$ cat config.mk
export PLATFORM = sky130hd
export DESIGN_NAME = seg7_scan_decoder
export DESIGN_NICKNAME = d
export VERILOG_FILES = /design/src/rtl/seg7_scan_decoder.sv
export SDC_FILE = /design/constraint.sdc
export NUM_CORES = 1
export LEC_CHECK = 0
export BUFFER_PORTS_ARGS = -buffer_cell sky130_fd_sc_hd__clkbuf_2
export CORE_MARGIN = 8
export CORE_UTILIZATION = 59
export CTS_BUF_LIST = sky130_fd_sc_hd__clkbuf_2
export DETAILED_ROUTE_END_ITERATION = 7
export GPL_TIMING_DRIVEN = 0
export MAX_ROUTING_LAYER = met4
export PLACE_DENSITY = 0.82
export SKIP_LAST_GASP = 1
export SYNTH_ARGS = -nofsm -noshare
export SYNTH_HDL_FRONTEND = slang
export SYNTH_SLANG_ARGS = --single-unit
$ cat constraint.sdc
create_clock -name clk -period 2.4 [get_ports clk]
set_input_delay 0.24 -clock clk [delete_from_list [all_inputs] [get_ports clk]]
set_output_delay 0.24 -clock clk [all_outputs]
set_load 0.02 [all_outputs]
$ cat src/rtl/seg7_scan_decoder.sv
// rtl/seg7_scan_decoder.sv - recovers BCD digits from a multiplexed 7-segment bus
// A (dig_en, seg_in) pair is captured once after it has been stable for STABLE_CYCLES edges.
module seg7_scan_decoder #(
   parameter int DIGITS        = 4,
   parameter int STABLE_CYCLES = 3
) (
   input  logic                  clk,
   input  logic                  rst,
   input  logic [6:0]            seg_in,
   input  logic [DIGITS-1:0]     dig_en,
   input  logic                  err_clr,
   output logic [4*DIGITS-1:0]   bcd_out,
   output logic [DIGITS-1:0]     digit_valid,
   output logic                  frame_done,
   output logic                  err
);

   typedef enum logic [1:0] {IDLE, SETTLE, HOLD} state_t;

   state_t                state_q;
   logic [7:0]            count_q;
   logic [DIGITS-1:0]     dig_q;
   logic [6:0]            seg_q;
   logic [4*DIGITS-1:0]   bcd_q;
   logic [DIGITS-1:0]     valid_q;
   logic [DIGITS-1:0]     mask_q;
   logic                  frame_q;
   logic                  err_q;

   logic                  one_hot;
   logic                  pair_same;
   logic [3:0]            seg_nib;

   function automatic logic [3:0] seg_decode(input logic [6:0] s);
      case (s)
         7'b1111110: return 4'd0;
         7'b0110000: return 4'd1;
         7'b1101101: return 4'd2;
         7'b1111001: return 4'd3;
         7'b0110011: return 4'd4;
         7'b1011011: return 4'd5;
         7'b1011111: return 4'd6;
         7'b1110000: return 4'd7;
         7'b1111111: return 4'd8;
         7'b1111011: return 4'd9;
         7'b0000000: return 4'hF;
         default:    return 4'hE;
      endcase
   endfunction

   assign one_hot   = (dig_en != '0) && ((dig_en & (dig_en - DIGITS'(1))) == '0);
   assign pair_same = (dig_en == dig_q) && (seg_in == seg_q);
   assign seg_nib   = seg_decode(seg_in);

   always_ff @(posedge clk or posedge rst) begin
      if (rst) begin
         state_q <= IDLE;
         count_q <= 8'd0;
         dig_q   <= '0;
         seg_q   <= 7'd0;
         bcd_q   <= {DIGITS{4'hF}};
         valid_q <= '0;
         mask_q  <= '0;
         frame_q <= 1'b0;
         err_q   <= 1'b0;
      end else begin
         frame_q <= 1'b0;
         if (err_clr) begin
            err_q <= 1'b0;
         end
         if (!one_hot) begin
            state_q <= IDLE;
            count_q <= 8'd0;
         end else if (state_q == IDLE || !pair_same) begin
            // The edge that first sees a new pair counts as its first stable edge.
            state_q <= SETTLE;
            count_q <= 8'd1;
            dig_q   <= dig_en;
            seg_q   <= seg_in;
         end else if (state_q == SETTLE) begin
            if (count_q == 8'(STABLE_CYCLES - 1)) begin
               state_q <= HOLD;
               for (int i = 0; i < DIGITS; i++) begin
                  if (dig_en[i]) begin
                     bcd_q[4*i +: 4] <= seg_nib;
                     valid_q[i]      <= (seg_nib < 4'd10);
                  end
               end
               if (seg_nib == 4'hE) begin
                  err_q <= 1'b1;
               end
               if ((mask_q | dig_en) == {DIGITS{1'b1}}) begin
                  frame_q <= 1'b1;
                  mask_q  <= '0;
               end else begin
                  mask_q  <= mask_q | dig_en;
               end
            end else begin
               count_q <= count_q + 8'd1;
            end
         end
      end
   end

   assign bcd_out     = bcd_q;
   assign digit_valid = valid_q;
   assign frame_done  = frame_q;
   assign err         = err_q;

endmodule

# Word level (Yosys, flattened, before mapping)
# Cells that the tools add are included.
[classes] n_addsub=2 bitwise=3 mux=21 n_lt_le_gt_ge=1 eq_ne=19 n_reduce_logical=16
[ops] operator="$eq 7x7->1 const B" count=8
[ops] operator="$pmux 4 s11" count=1
[ops] operator="$mux 8" count=4
[ops] operator="$reduce_and 5->1" count=4
[ops] operator="$eq 7x6->1 const B" count=2
[ops] operator="$mux 1" count=11
[ops] operator="$add 8x1->8 const B" count=1
[ops] operator="$eq 4x4->1 const B" count=2
[ops] operator="$eq 8x2->1 const B" count=1
[ops] operator="$mux 2" count=4
[ops] operator="$eq 7x7->1" count=1
[ops] operator="$logic_not 7->1" count=1
[ops] operator="$ne 3x1->1 const B" count=2
[ops] operator="$reduce_and 2->1" count=3
[ops] operator="$and 4x4->4" count=1
[ops] operator="$eq 4x4->1" count=1
[ops] operator="$logic_not 4->1" count=1
[ops] operator="$lt 4x4->1 const B" count=1
[ops] operator="$mux 4" count=1
[ops] operator="$or 4x4->4" count=1
[ops] operator="$reduce_and 4->1" count=1
[ops] operator="$reduce_bool 4->1" count=1
[ops] operator="$sub 4x1->4 const B" count=1
[ops] operator="$ne 3x3->1 const B" count=1
[ops] operator="other kinds (6)" count=7
[totals] reg_bits=47 output_inout_bits=22 wordCells=77 input_bits=14

# Depth between registers and ports, before layout
[logic_depth] word_depth=8 depth_mapped=7 mapped_depth_nobuf=7

# Worst setup path before layout
# No wires, ideal clock.
[synth_timing] kind="register to register" from="reg count_q[0]" to="reg valid_q[2], in the netlist digit_valid[2]" path_slack_ns=0.630 path_stages_with_launch=8 path_buffers=1 t_arrival_ns=1.645 setup_time_ns=0.125 period_less_slack_ns=1.770 required_ns=2.275 path_cell_list="dfrtp_1 -> inv_1 -> ha_1 -> nor4b_1 -> and3_1 -> buf_8 -> nand4_4 -> mux2_4"
[synth_via] elab_chain_cells=2
[synth_lines] item="from (decl)" line="21" rtl="logic [7:0] count_q;"
[synth_lines] item="from (signal assigned)" line="99" rtl="count_q <= count_q + 8'd1;"
[synth_lines] item="$eq 8x2->1" line="81" rtl="if (count_q == 8'(STABLE_CYCLES - 1)) begin"
[synth_lines] item="$reduce_and 5->1 (no line)"
[synth_lines] item="to (signal, indexed assignment)" line="86" rtl="valid_q[i] <= (seg_nib < 4'd10);"
[synth_lines] item="to (decl)" line="25" rtl="logic [DIGITS-1:0] valid_q;"
# Every way passes these cells.
# A chain may end at the register's enable or synchronous reset.

# Final worst setup path
# Same ends and word-level chain as after synthesis.

==> metrics.log <==
[metrics] die footprint: roughly 0.0065 mm2
[metrics] sequential cell area fraction in the yosys report: approximately 48%
[metrics] Sink Count: 47
[metrics] type of destination of the critical path: flip-flop
[metrics] combined global-route utilization of all metal layers: ~17%
[metrics] most frequent cell after synthesis: dfrtp_1
[metrics] Starting DRT DRC Count: 58
[metrics] r2r setup slk: between 0.4 and 0.5 ns
[metrics] quantity of hold-fixing buffers added after cts: 2
[metrics] Resized Gates After CTS: 0
[metrics] DP Wirelength: between 3 and 4 mm
[metrics] R2R Path End: digit_valid[2]
[metrics] number of maximum-capacitance violations: 0
[metrics] largest fanout of any net on the critical path: 9
[metrics] clock share of power: a little under a quarter
[metrics] power density of the placed cells: 512 mW/mm2
[metrics] top cells by area in the synthesized netlist: dfrtp_1 (31%), dfstp_2 (17%), mux2_2 (9.6%)
[metrics] Final GP Congestion: ~0.84
[metrics] via-per-instance ratio: about 5.8
[metrics] Worst Skew: 0.0259 ns
[metrics] effective utilization at floorplan: between 60% and 70%
[metrics] Row Count: 23
[metrics] post-layout min period: approximately 2 ns
[metrics] Die Width: around 81 um
[metrics] maximum number of pins on one net before global-route repair: 28
[metrics] count of TritonRoute iterations in the first routing pass: 4
[metrics] source of the critical timing path: count_q[0]
[metrics] average routed wire per standard cell: approximately 17 um
[metrics] cell family with the largest share of critical-path delay: simple AND/OR/NAND/NOR gates
[metrics] path depth of the worst reg2reg path: 7
[metrics] fraction of power spent switching nets: 27.6%
[metrics] WHS Path Cells: 2
[metrics] worst setup slack after placement: around 0.43 ns
[metrics] biggest area consumer among synthesized cells: dfrtp_1
[metrics] crit path max-delay cell type: dfrtp_1
[metrics] aggregate negative setup slack: 0 ns
[metrics] CTS HTree Levels: 2
[metrics] P_sw: between 300 and 400 uW
[metrics] synthesized instance count: a little over 200
[metrics] setup repair bufs after CTS: 0
[metrics] antenna violation net count after detailed routing: 0
[metrics] Core ar.: 0.00403 mm2
[metrics] share of power burned in registers: 61.7%
[metrics] count of flip-flops with a built-in enable after synthesis: 0
[metrics] main combinational cell family by area after synthesis: simple AND/OR/NAND/NOR gates
[metrics] dominant synthesized flop cell: dfrtp_1
[metrics] share of the synthesized area in the top cell type: 31.3%
[metrics] cell area after synthesis: 0.00248 mm2
[metrics] Die H: 80.8 um
[metrics] Critical Path RT: approximately 2.7 ns
[metrics] vias in the first global route: about 1,800
[metrics] worst ir drop on vdd: between 0.0004 and 0.0005 V
[metrics] top cell types by occurrence after synthesis: dfrtp_1 (31), mux2_2 (21), dfstp_2 (16)
[metrics] number of buffers created by CTS: 5
[metrics] final number of setup-violating endpoints: 0
[metrics] post-route setup slack: slightly above 0.4 ns
[metrics] count of buffers inserted at the top-level ports: 28
[metrics] number of DRC violations after detailed routing: 0
[metrics] P_leak: 0.00124 uW
[metrics] clock tree from TritonCTS: yes
[metrics] min-delay src: seg_in[6]
[metrics] worst rel slew slack: roughly two thirds
[metrics] syn avg cell area: about 12 um2
[metrics] slowest cell delay on critical path: 0.50 ns
[metrics] latest clock arrival within the worst-skew pair: approximately 0.42 ns
[metrics] first-pass GRT wire length: ~8.6 mm
[metrics] post-synthesis share of cell area spent on full adders, half adders and majority gates: 1.01%
[metrics] Critical Path Start Type: flip-flop
[metrics] fin. max-slew vios: 0
[metrics] post-synth cell types: 48
[metrics] final hold slack: between 0.1 and 0.15 ns
[metrics] kind of path behind the tightest hold check: input port to flip-flop
[metrics] cell-by-cell trace of the critical path: inv_1 -> ha_1 -> nor4b_1 -> and3_1 -> buf_8 -> nand4_4 -> mux2_4
[metrics] number of cells on the critical path: 7
[metrics] multiplexer share of the synthesized area: approximately 15%
[metrics] worst path arrival time: approximately 2.3 ns
[metrics] syn_nets: between 200 and 250
[metrics] actual slew at the worst max-slew pin: ~0.5 ns
[metrics] clk slew on worst S/H paths: about 0.25 ns
[metrics] warnings from Yosys: 0
[metrics] Final #Nets: between 200 and 300
[metrics] post-synthesis compound-gate area fraction: a little under 6%
[metrics] IO Count: 36
[metrics] maximum frequency from static timing analysis: between 0.5 and 0.6 GHz
[metrics] total gr overflow: 0
[metrics] outcome: completed
[metrics] aggregate routed wire length: between 5 and 6 mm
[metrics] proportion of synthesized flip-flops having asynchronous set or reset: 100%
[metrics] vias: roughly 1,700
[metrics] clk buf depth: 2
[metrics] layout overhead on the synthesized area: 11.6%
[metrics] number of flip-flops and latches in the synthesized netlist: between 40 and 50
[metrics] Synth Area in XOR/XNOR: 7.38%
[metrics] critical path class: flip-flop to flip-flop
[metrics] Buf/Inv on CP: 2
[metrics] number of diodes added for antenna fixing: 0
[metrics] combinational share of power: between 15 and 20%
[metrics] internal power of the cells: between 1000 and 1500 uW
[metrics] count of final hold-check violations: 0
[metrics] Synth Area in Simple Gates: approximately 17%
[metrics] proportion of layout cells with a drive suffix above 1: between 40 and 50%
[metrics] initial antenna violation count: 0
[metrics] Crit Reg-Reg Startpoint: count_q[0]
[metrics] root buffer cell: clkbuf_2
[metrics] terminating pin of the worst hold path: seg_q[6]
[metrics] Period Utilization, post-route: 83.1%
[metrics] unrepaired setup endpoints after global routing: false
-- worst reg2reg max path: stages, from the launching register on --
cell	delay, ns
dfrtp_1	0.50
inv_1	0.08
ha_1	0.13
nor4b_1	0.30
and3_1	0.25
buf_8	0.15
nand4_4	0.17
mux2_4	0.33
-- sequential cells by signal, indices dropped and copies added (netlist names) --
name         count
bcd_out         16
count_q          8
seg_q            7
dig_q            4
digit_valid      4
mask_q           4
state_q          2
err              1
frame_done       1
-- power groups by stage --
stage,Clock (uW),Combinational (uW),Sequential (uW)
after floorplan,0,173,879
after global placement,0,206,884
after detailed placement,0,217,887
after CTS,339,221,874
after global routing,367,241,883
final,324,218,874
-- how the worst max path moves through the flow --
stage / slack [ns] / to
2_1_floorplan: 0.63 / digit_valid[2]
5_1_grt: 0.29 / bcd_out[12]
4_1_cts: 0.39 / bcd_out[12]
3_3_place_gp: 0.47 / digit_valid[3]
6_report: 0.41 / digit_valid[2]
3_5_place_dp: 0.43 / dig_q[2]
-- metal layers --
metal | GRT usage [%] | routed length (um)
met1 | 20.7 | 2190
met2 | 28.1 | 2580
met3 | 4.08 | 190
met4 | 5.89 | 85
met5 | - | 0
-- stage by stage --
step | power [uW] | instances | util [%] | area [um2]
after floorplan | 1050 | 207 | - | 2480
after global placement | 1090 | 285 | 66.5 | 2680
after detailed placement | 1100 | 286 | 67.0 | 2700
after CTS | 1430 | 296 | 68.6 | 2760
after global routing | 1490 | 296 | 68.6 | 2760
final | 1420 | 296 | 68.6 | 2760
-- cells in the final DEF, fill, tap and decap left out, types with 2 or more instances in the layout --
master,instances
nand4_1,5
o2111ai_1,2
buf_2,6
nor4b_2,2
a21oi_1,9
dfstp_2,16
inv_1,8
or2_2,2
nor4b_1,2
nand2b_1,2
dfrtp_1,31
dlygate4sd3_1,2
nand3_1,7
ha_1,2
xnor2_1,13
o21ai_0,4
nand4_4,2
clkbuf_2,33
mux2_4,2
xor2_1,6
buf_6,4
nand3_4,2
nor2_1,15
and3_1,2
mux2_1,8
and4bb_2,2
nor3_1,4
mux2_2,21
o22ai_1,3
nand2_1,4
-- final cells by class --
type                       count  area (um2)
buffer                        12        97.6
clock buffer                   5        25.0
clock inverter                 3        20.0
fill                         310        1260
inverter                       9        33.8
multi-input combinational    139        1150
sequential                    47        1200
tap                           50        62.6
timing repair buffer          31         180
-- kinds of logic (layout without fill, tap and decap cells) --
logic type / count (synthesis) / count (layout)
AND/OR/NAND/NOR: 61 / 61
flip-flops: 47 / 47
multiplexers: 32 / 32
AO/OA/AOI/OAI: 24 / 24
buffers and inverters: 21 / 60
XOR/XNOR: 20 / 20
adder cells (fa/ha/maj): 2 / 2
Note: power is estimated with default switching activity, not from simulation.
